## src/rtl/shift_out_ctrl_pkg.sv

```systemverilog
// rtl/shift_out_ctrl_pkg.sv - shared state encodings and default sizing for shift_out_ctrl
package shift_out_ctrl_pkg;
  localparam int WIDTH_DEF = 8;
  localparam int CNT_W_DEF = 4;

  typedef enum logic [1:0] {
    S_IDLE   = 2'd0,
    S_SHIFT  = 2'd1,
    S_PARITY = 2'd2,
    S_DONE   = 2'd3
  } state_e;
endpackage

```

## src/rtl/shift_out_ctrl_if.sv

```systemverilog
// rtl/shift_out_ctrl_if.sv - load handshake and serial output bundle for shift_out_ctrl
interface shift_out_ctrl_if import shift_out_ctrl_pkg::*; #(
  parameter int WIDTH = WIDTH_DEF
);
  logic             load_valid;
  logic [WIDTH-1:0] load_data;
  logic             load_ready;
  logic             abort;
  logic             sout;
  logic             sout_valid;
  logic             busy;
  logic             done;

  modport master (
    output load_valid, load_data, abort,
    input  load_ready, sout, sout_valid, busy, done
  );

  modport slave (
    input  load_valid, load_data, abort,
    output load_ready, sout, sout_valid, busy, done
  );
endinterface

```

## src/rtl/shift_out_ctrl_shift_reg.sv

```systemverilog
// rtl/shift_out_ctrl_shift_reg.sv - parallel-load, MSB-first shift bank
module shift_reg #(
  parameter int WIDTH = 8
) (
  input  logic             clk,
  input  logic             clr_n,
  input  logic             load,
  input  logic [WIDTH-1:0] load_data,
  input  logic             shift_en,
  input  logic             clear,
  output logic             msb
);
  logic [WIDTH-1:0] data_q, data_d;

  // clear (abort) outranks load; the controller never asserts both
  always_comb begin
    data_d = data_q;
    if (clear)
      data_d = '0;
    else if (load)
      data_d = load_data;
    else if (shift_en)
      data_d = {data_q[WIDTH-2:0], 1'b0};
  end

  always_ff @(posedge clk or negedge clr_n) begin
    if (!clr_n)
      data_q <= '0;
    else
      data_q <= data_d;
  end

  assign msb = data_q[WIDTH-1];
endmodule

```

## src/rtl/shift_out_ctrl.sv

```systemverilog
// rtl/shift_out_ctrl.sv - handshake-fed PISO sequencer; SHIFT_OUT_CTRL_PARITY_EN appends an even-parity bit
module shift_out_ctrl import shift_out_ctrl_pkg::*; #(
  parameter int WIDTH = WIDTH_DEF,
  parameter int CNT_W = CNT_W_DEF
) (
  input  logic          clk,
  input  logic          clr_n,
  shift_out_ctrl_if.slave bus
);
  state_e           state_q, state_d;
  logic [CNT_W-1:0] cnt_q, cnt_d;
  logic             accept;
  logic             sr_load, sr_shift, sr_clear, sr_msb;
  logic             sout, sout_valid, busy, done;
`ifdef SHIFT_OUT_CTRL_PARITY_EN
  logic             par_q, par_d;
`endif

  assign bus.load_ready = (state_q == S_IDLE) & clr_n;
  assign accept         = bus.load_valid & bus.load_ready;

  always_comb begin
    state_d    = state_q;
    cnt_d      = cnt_q;
    sr_load    = 1'b0;
    sr_shift   = 1'b0;
    sr_clear   = 1'b0;
    sout       = 1'b0;
    sout_valid = 1'b0;
    busy       = 1'b0;
    done       = 1'b0;
`ifdef SHIFT_OUT_CTRL_PARITY_EN
    par_d      = par_q;
`endif
    case (state_q)
      S_IDLE: begin
        if (accept) begin
          sr_load = 1'b1;
          cnt_d   = CNT_W'(WIDTH - 1);
          state_d = S_SHIFT;
`ifdef SHIFT_OUT_CTRL_PARITY_EN
          par_d   = ^bus.load_data;
`endif
        end
      end
      S_SHIFT: begin
        sout       = sr_msb;
        sout_valid = 1'b1;
        busy       = 1'b1;
        if (bus.abort) begin
          sr_clear = 1'b1;
          cnt_d    = '0;
          state_d  = S_IDLE;
        end else begin
          sr_shift = 1'b1;
          if (cnt_q == '0) begin
`ifdef SHIFT_OUT_CTRL_PARITY_EN
            state_d = S_PARITY;
`else
            state_d = S_DONE;
`endif
          end else begin
            cnt_d = cnt_q - 1'b1;
          end
        end
      end
`ifdef SHIFT_OUT_CTRL_PARITY_EN
      S_PARITY: begin
        sout       = par_q;
        sout_valid = 1'b1;
        busy       = 1'b1;
        if (bus.abort) begin
          sr_clear = 1'b1;
          state_d  = S_IDLE;
        end else begin
          state_d  = S_DONE;
        end
      end
`endif
      S_DONE: begin
        done    = 1'b1;
        busy    = 1'b1;
        state_d = S_IDLE;
      end
      default: state_d = S_IDLE;
    endcase
  end

  always_ff @(posedge clk or negedge clr_n) begin
    if (!clr_n) begin
      state_q <= S_IDLE;
      cnt_q   <= '0;
`ifdef SHIFT_OUT_CTRL_PARITY_EN
      par_q   <= 1'b0;
`endif
    end else begin
      state_q <= state_d;
      cnt_q   <= cnt_d;
`ifdef SHIFT_OUT_CTRL_PARITY_EN
      par_q   <= par_d;
`endif
    end
  end

  shift_reg #(.WIDTH(WIDTH)) u_shift_reg (
    .clk       (clk),
    .clr_n     (clr_n),
    .load      (sr_load),
    .load_data (bus.load_data),
    .shift_en  (sr_shift),
    .clear     (sr_clear),
    .msb       (sr_msb)
  );

  assign bus.sout       = sout;
  assign bus.sout_valid = sout_valid;
  assign bus.busy       = busy;
  assign bus.done       = done;
endmodule

```

## src/flat_wrapper.sv

```systemverilog
// flat-port wrapper written by rule: the top's interface ports become plain ports
module shift_out_ctrl_flat import shift_out_ctrl_pkg::*;
#(
  parameter int WIDTH = WIDTH_DEF,
  parameter int CNT_W = CNT_W_DEF
)
  (clk, clr_n, bus_load_valid, bus_load_data, bus_abort, bus_load_ready, bus_sout, bus_sout_valid, bus_busy, bus_done);
  shift_out_ctrl_if #(.WIDTH(WIDTH)) bus_i ();
  input  logic clk;
  input  logic clr_n;
  input wire logic [$bits(bus_i.load_valid)-1:0] bus_load_valid;
  input wire logic [$bits(bus_i.load_data)-1:0] bus_load_data;
  input wire logic [$bits(bus_i.abort)-1:0] bus_abort;
  output wire logic [$bits(bus_i.load_ready)-1:0] bus_load_ready;
  output wire logic [$bits(bus_i.sout)-1:0] bus_sout;
  output wire logic [$bits(bus_i.sout_valid)-1:0] bus_sout_valid;
  output wire logic [$bits(bus_i.busy)-1:0] bus_busy;
  output wire logic [$bits(bus_i.done)-1:0] bus_done;
  assign bus_i.load_valid = bus_load_valid;
  assign bus_i.load_data = bus_load_data;
  assign bus_i.abort = bus_abort;
  assign bus_load_ready = bus_i.load_ready;
  assign bus_sout = bus_i.sout;
  assign bus_sout_valid = bus_i.sout_valid;
  assign bus_busy = bus_i.busy;
  assign bus_done = bus_i.done;
  shift_out_ctrl #(.WIDTH(WIDTH), .CNT_W(CNT_W)) u_core (.clk(clk), .clr_n(clr_n), .bus(bus_i));
endmodule
```

## config.mk

```make
export PLATFORM = sky130hd
export DESIGN_NAME = shift_out_ctrl_flat
export DESIGN_NICKNAME = d
export VERILOG_FILES = /design/src/rtl/shift_out_ctrl_pkg.sv /design/src/rtl/shift_out_ctrl_if.sv /design/src/rtl/shift_out_ctrl_shift_reg.sv /design/src/rtl/shift_out_ctrl.sv /design/src/flat_wrapper.sv
export SDC_FILE = /design/constraint.sdc
export NUM_CORES = 1
export LEC_CHECK = 0
export CAP_MARGIN = 10
export CORE_MARGIN = 2
export CORE_UTILIZATION = 47
export DETAILED_ROUTE_END_ITERATION = 10
export GPL_TIMING_DRIVEN = 1
export PLACE_DENSITY = 0.76
export SLEW_MARGIN = 0
export SYNTH_ARGS = -nofsm -noshare
export SYNTH_HDL_FRONTEND = slang
export SYNTH_SLANG_ARGS = --single-unit
```

## constraint.sdc

```tcl
create_clock -name clk -period 1.7 [get_ports clk]
set_input_delay 0.34 -clock clk [delete_from_list [all_inputs] [get_ports clk]]
set_output_delay 0.34 -clock clk [all_outputs]
set_load 0.02 [all_outputs]
```

* Yosys cells after proc, flatten, opt, wreduce, memory -nomap -nowiden
Cells that the tools add are included.
Storage, ports and cells: register bits 14, input port bits 12, logic and storage cells 39
Cells by class: $add $sub $neg 1, equal/unequal tests 5, multiplexer cells 21, bitwise operators 2, reductions and logical operators 7
Operators with widths (count):
- 8-bit two-way mux | 3
- 4-bit two-way mux | 3
- 1-bit two-way mux | 10
- 4-bit case mux with 2 select lines | 1
- 2-bit two-way mux | 3
- 4-bit zero test | 1
- 2-bit case mux with 2 select lines | 1
- 4-bit by 1-bit subtractor with 4-bit output, second input constant | 1
- 3-bit by 2-bit != test with 1-bit output, second input constant | 1
- 3-bit != test, second input constant | 1
- 3-bit AND reduction | 1
- 3-bit nonzero test | 1
- 1-bit bitwise AND | 2
- 2-bit by 1-bit equality test with 1-bit output, second input constant | 1
- 2-bit equality test, second input constant | 1
- 2-bit zero test | 1
- 2-bit by 1-bit != test with 1-bit output, second input constant | 1
- 2-bit AND reduction | 1
- 2-bit nonzero test | 1
- 2-bit OR reduction | 1

* Depth between registers and ports, before layout
depth after elaboration 7, mapped depth 5, depth with buffers taken out 5

* Modules after synthesis
Synthesis repeated with hierarchy kept, for this count alone.
Unflattened totals: cell total of the unflattened synthesis 83, area, all modules 829.5 sq um
Modules (own cells, without submodules):
- shift_out_ctrl | times used 1, cells an instance 48, area an instance 420.4 sq um
- shift_reg | times used 1, cells an instance 35, area an instance 409.1 sq um

* Worst setup path after synthesis
No wires, ideal clock.
path type flip-flop to output port, start point register u_core.state_q[0], end point output port bus_sout, arrival 1.111 ns, data required time 1.360 ns, path slack 0.249 ns, cell stages (with the launch flop) 4, path buffers 0, cell sequence dfrtp_1 -> nand2b_1 -> clkinv_1 -> and2_1
Between the ends: longest elaborated chain between the ends 2
RTL lines:
- start, declared | RTL line shift_out_ctrl.sv:10 | state_e state_q, state_d;
- start signal, assigned | RTL line shift_out_ctrl.sv:97 | state_q <= state_d;
- 2-bit by 1-bit equality test with 1-bit output | RTL line shift_out_ctrl.sv:35 | case (state_q)
- 1-bit two-way mux | RTL line shift_out_ctrl.sv:35
- end, declared | RTL line flat_wrapper.sv:15 | output wire logic [$bits(bus_i.sout)-1:0] bus_sout;
Every way passes these cells.

* Worst setup path in the final report
start point register u_core.state_q[0], end point output port bus_done
Between the ends: longest elaborated chain between the ends 2
RTL lines:
- 2-bit equality test | RTL line shift_out_ctrl.sv:35
- 1-bit two-way mux | RTL line shift_out_ctrl.sv:35
- end, declared | RTL line flat_wrapper.sv:18 | output wire logic [$bits(bus_i.done)-1:0] bus_done;
Every way passes these cells.

==> run_results.csv <==
group,metric,value,unit
outcome,status,"finished, final reports clean",
final_layout,final_area,1000,um2
setup_path,reg2reg_slack,200,ps
clock_network,cts-buffers-inserted,3,
global_routing,grt_pass1_vias,642,
final_layout,fin_util,0.675,
timing,fmax,614,MHz
die,ioPinCount,17,
drt,drtAntennaViolNets,0,
clock_network,cts_buffer_depth,2,
logic_synthesis,synth_area_leaders,"dfrtp_1 (47%), o221a_2 (6.1%), o21ai_0 (4.7%)",
timing,fin_crit_sh,0.959,
place,place_area,978,um2
final_layout,final_net_count,117,
drt,drc,0,
setup_path,crit_type,"reg -> out",
global_routing,grt_overflow,0,
clock_network,clkSlewWorstSetupHoldPaths,90,ps
final_layout,drive_above_1_share,0.225,
logic_synthesis,synth_top_area_cell,"dfrtp_1",
drt,first_pass_iters,3,
logic_synthesis,syn_area,743,um2
timing,maxSlewViolCount,0,
logic_synthesis,ys_ff_latch,14,
power,power_density,1170,nW/um2
place,io_buffers,16,
power,power_leakage,0.457,nW
logic_synthesis,async_flop_share,1.00,
timing,min_period,1630,ps
die,fp.coreArea,1490,um2
timing,finalSetupTns,0,ps
die,initial_utilization,0.499,
clock_network,clk_latency,280,ps
setup_path,reg2reg_from,"u_core.cnt_q[0]",
global_routing,antenna_found_initial,0,
timing,worst_pin_slew,269,ps
setup_path,worstPathArrival,1290,ps
die,die_area,1920,um2
die,rows,14,
logic_synthesis,yosysTopAreaCellShare,0.471,
global_routing,grt_pass1_wl,2730,um
timing,max_slew_margin,0.820,
place,gp_congestion,0.790,
global_routing,grt_max_degree,17,
drt,num_vias,660,
clock_network,cts_root_buffer,"clkbuf_4",
clock_network,cts_max_level,1,
drt,drt_iter0_markers,5,
setup_path,required,1360,ps
final_layout,num_antenna_cells,0,
final_layout,layout_common_cells,"dfrtp_1 (14), clkdlybuf4s50_1 (11), buf_4 (11), o21ai_0 (7), inv_1 (6)",
clock_network,hold_buffers,0,
final_layout,layout_commonest_cell,"dfrtp_1",
die,die_h,43.8,um
global_routing,grt_use_total,0.195,
drt,wl_per_cell,14.2,um
timing,finalSetupViolCount,0,
logic_synthesis,synth_edf_count,0,
setup_path,rr_endpoint,"u_core.cnt_q[1]",
setup_path,critPathMaxFanout,4,
power,peakVddDrop,0.766,mV
final_layout,area_growth_syn_to_layout,35.2,%
timing,hold_ws,427,ps
flow_run,drv_cap,0,
clock_network,cts_sinks,14,
drt,routed_wl,1680,um
final_layout,layoutNonFillerInstCount,118,
logic_synthesis,netlist_instances,75,
timing,finClkSkew,1.84,ps
logic_synthesis,syn_nets,89,
setup_path,worst_setup_path_end_kind,"output pin",
logic_synthesis,synth_top_flop_cell,"dfrtp_1",
place,dp_hpwl,1250,um
timing,rsz0062_at_grt,"no",
logic_synthesis,synth_warnings,0,
drt,vias_per_cell,5.59,
timing,finalHoldViolations,0,
setup_path,r2r_cells,4,
clock_network,cts_tree,"done",
min_path,holdCritPathClass,"in -> async",
logic_synthesis,synth.distinct_cells,30,
logic_synthesis,synth.avg_cell_area,9.91,um2
logic_synthesis,yosysSeqAreaShare,0.471,
place,placed_cells,113,
die,die_w,43.8,um
setup_path,cp-start-kind,"flip-flop",
==> state kept, by name, indices dropped and copies added (netlist names) <==
name / flops
u_core.cnt_q: 4
u_core.state_q: 2
u_core.u_shift_reg.data_q: 8
==> synth_stat cells, drive strengths merged, types with 2 or more instances <==
cell / instances
clkbuf: 2
nor2b: 4
nor2: 3
nor3b: 2
and2: 2
o22ai: 3
o311ai: 2
o221a: 4
a31oi: 3
nand2b: 2
inv: 6
buf: 2
ha: 2
nand2: 4
dfrtp: 14
o21ai: 7
==> metrics by stage <==
stage | setup slack (ps) | power (mW)
after floorplan | 249 | 0.784
after global placement | -318 | 0.929
after detailed placement | -301 | 0.953
after CTS | 0.206 | 1.19
after global routing | 9.67 | 1.25
final | 70.4 | 1.18
==> routing by layer <==
| metal | share of wire | GRT usage | up-vias |
|---|---|---|---|
| met4 | 0 | 0.0727 | 0 |
| met5 | 0 | 0 | - |
| met3 | 0.041 | 0.0542 | 0 |
| li1 | - | - | 326 |
| met1 | 0.45 | 0.230 | 321 |
| met2 | 0.51 | 0.335 | 13 |
==> worst max-delay path by stage <==
stage / start / end / slack, ps / cells after the start
2_1_floorplan: u_core.state_q[0] / bus_sout / 250 / 3
3_3_place_gp: clr_n / bus_load_ready / -320 / 3
3_5_place_dp: clr_n / bus_load_ready / -300 / 3
4_1_cts: u_core.state_q[0] / bus_sout_valid / 0.2 / 4
5_1_grt: u_core.state_q[0] / bus_done / 10 / 3
6_report: u_core.state_q[0] / bus_done / 70 / 3
==> power by group <==
part | leakage (nW) | switching (mW) | total, mW | internal [mW]
logic | 0.267 | 0.209 | 0.428 | 0.219
registers | 0.169 | 0.0702 | 0.505 | 0.435
clock network | 0.0210 | 0.111 | 0.242 | 0.130
==> cell type report <==
type / instances / area (um2)
sequential: 14 / 350
tap: 16 / 20.0
clock buffer: 4 / 36.3
fill: 126 / 484
inverter: 7 / 26.3
timing repair buffer: 27 / 225
multi-input combinational: 50 / 347
==> cells by family after synthesis <==
kind of cell / synth area share
AO/OA/AOI/OAI: 0.210
multiplexers: 0.0135
adder cells (fa/ha/maj): 0.0337
AND/OR/NAND/NOR: 0.209
flip-flops: 0.471
buffers and inverters: 0.0623
==> critical path, cell delays in order, from the launching register on <==
cell and delay [ps]:
dfrtp_1 400, buf_4 150, and2_1 140, dlygate4sd2_1 320
==> timing repair <==
item                                    in CTS  in global routing
endpoints found under the setup margin       5                  3
setup buffers                                1                  0
gates resized for setup                      7                  5
pin swaps                                    0                  0
endpoints found under the hold margin        0                  0
No activity file was read; power rests on OpenSTA's default activity.
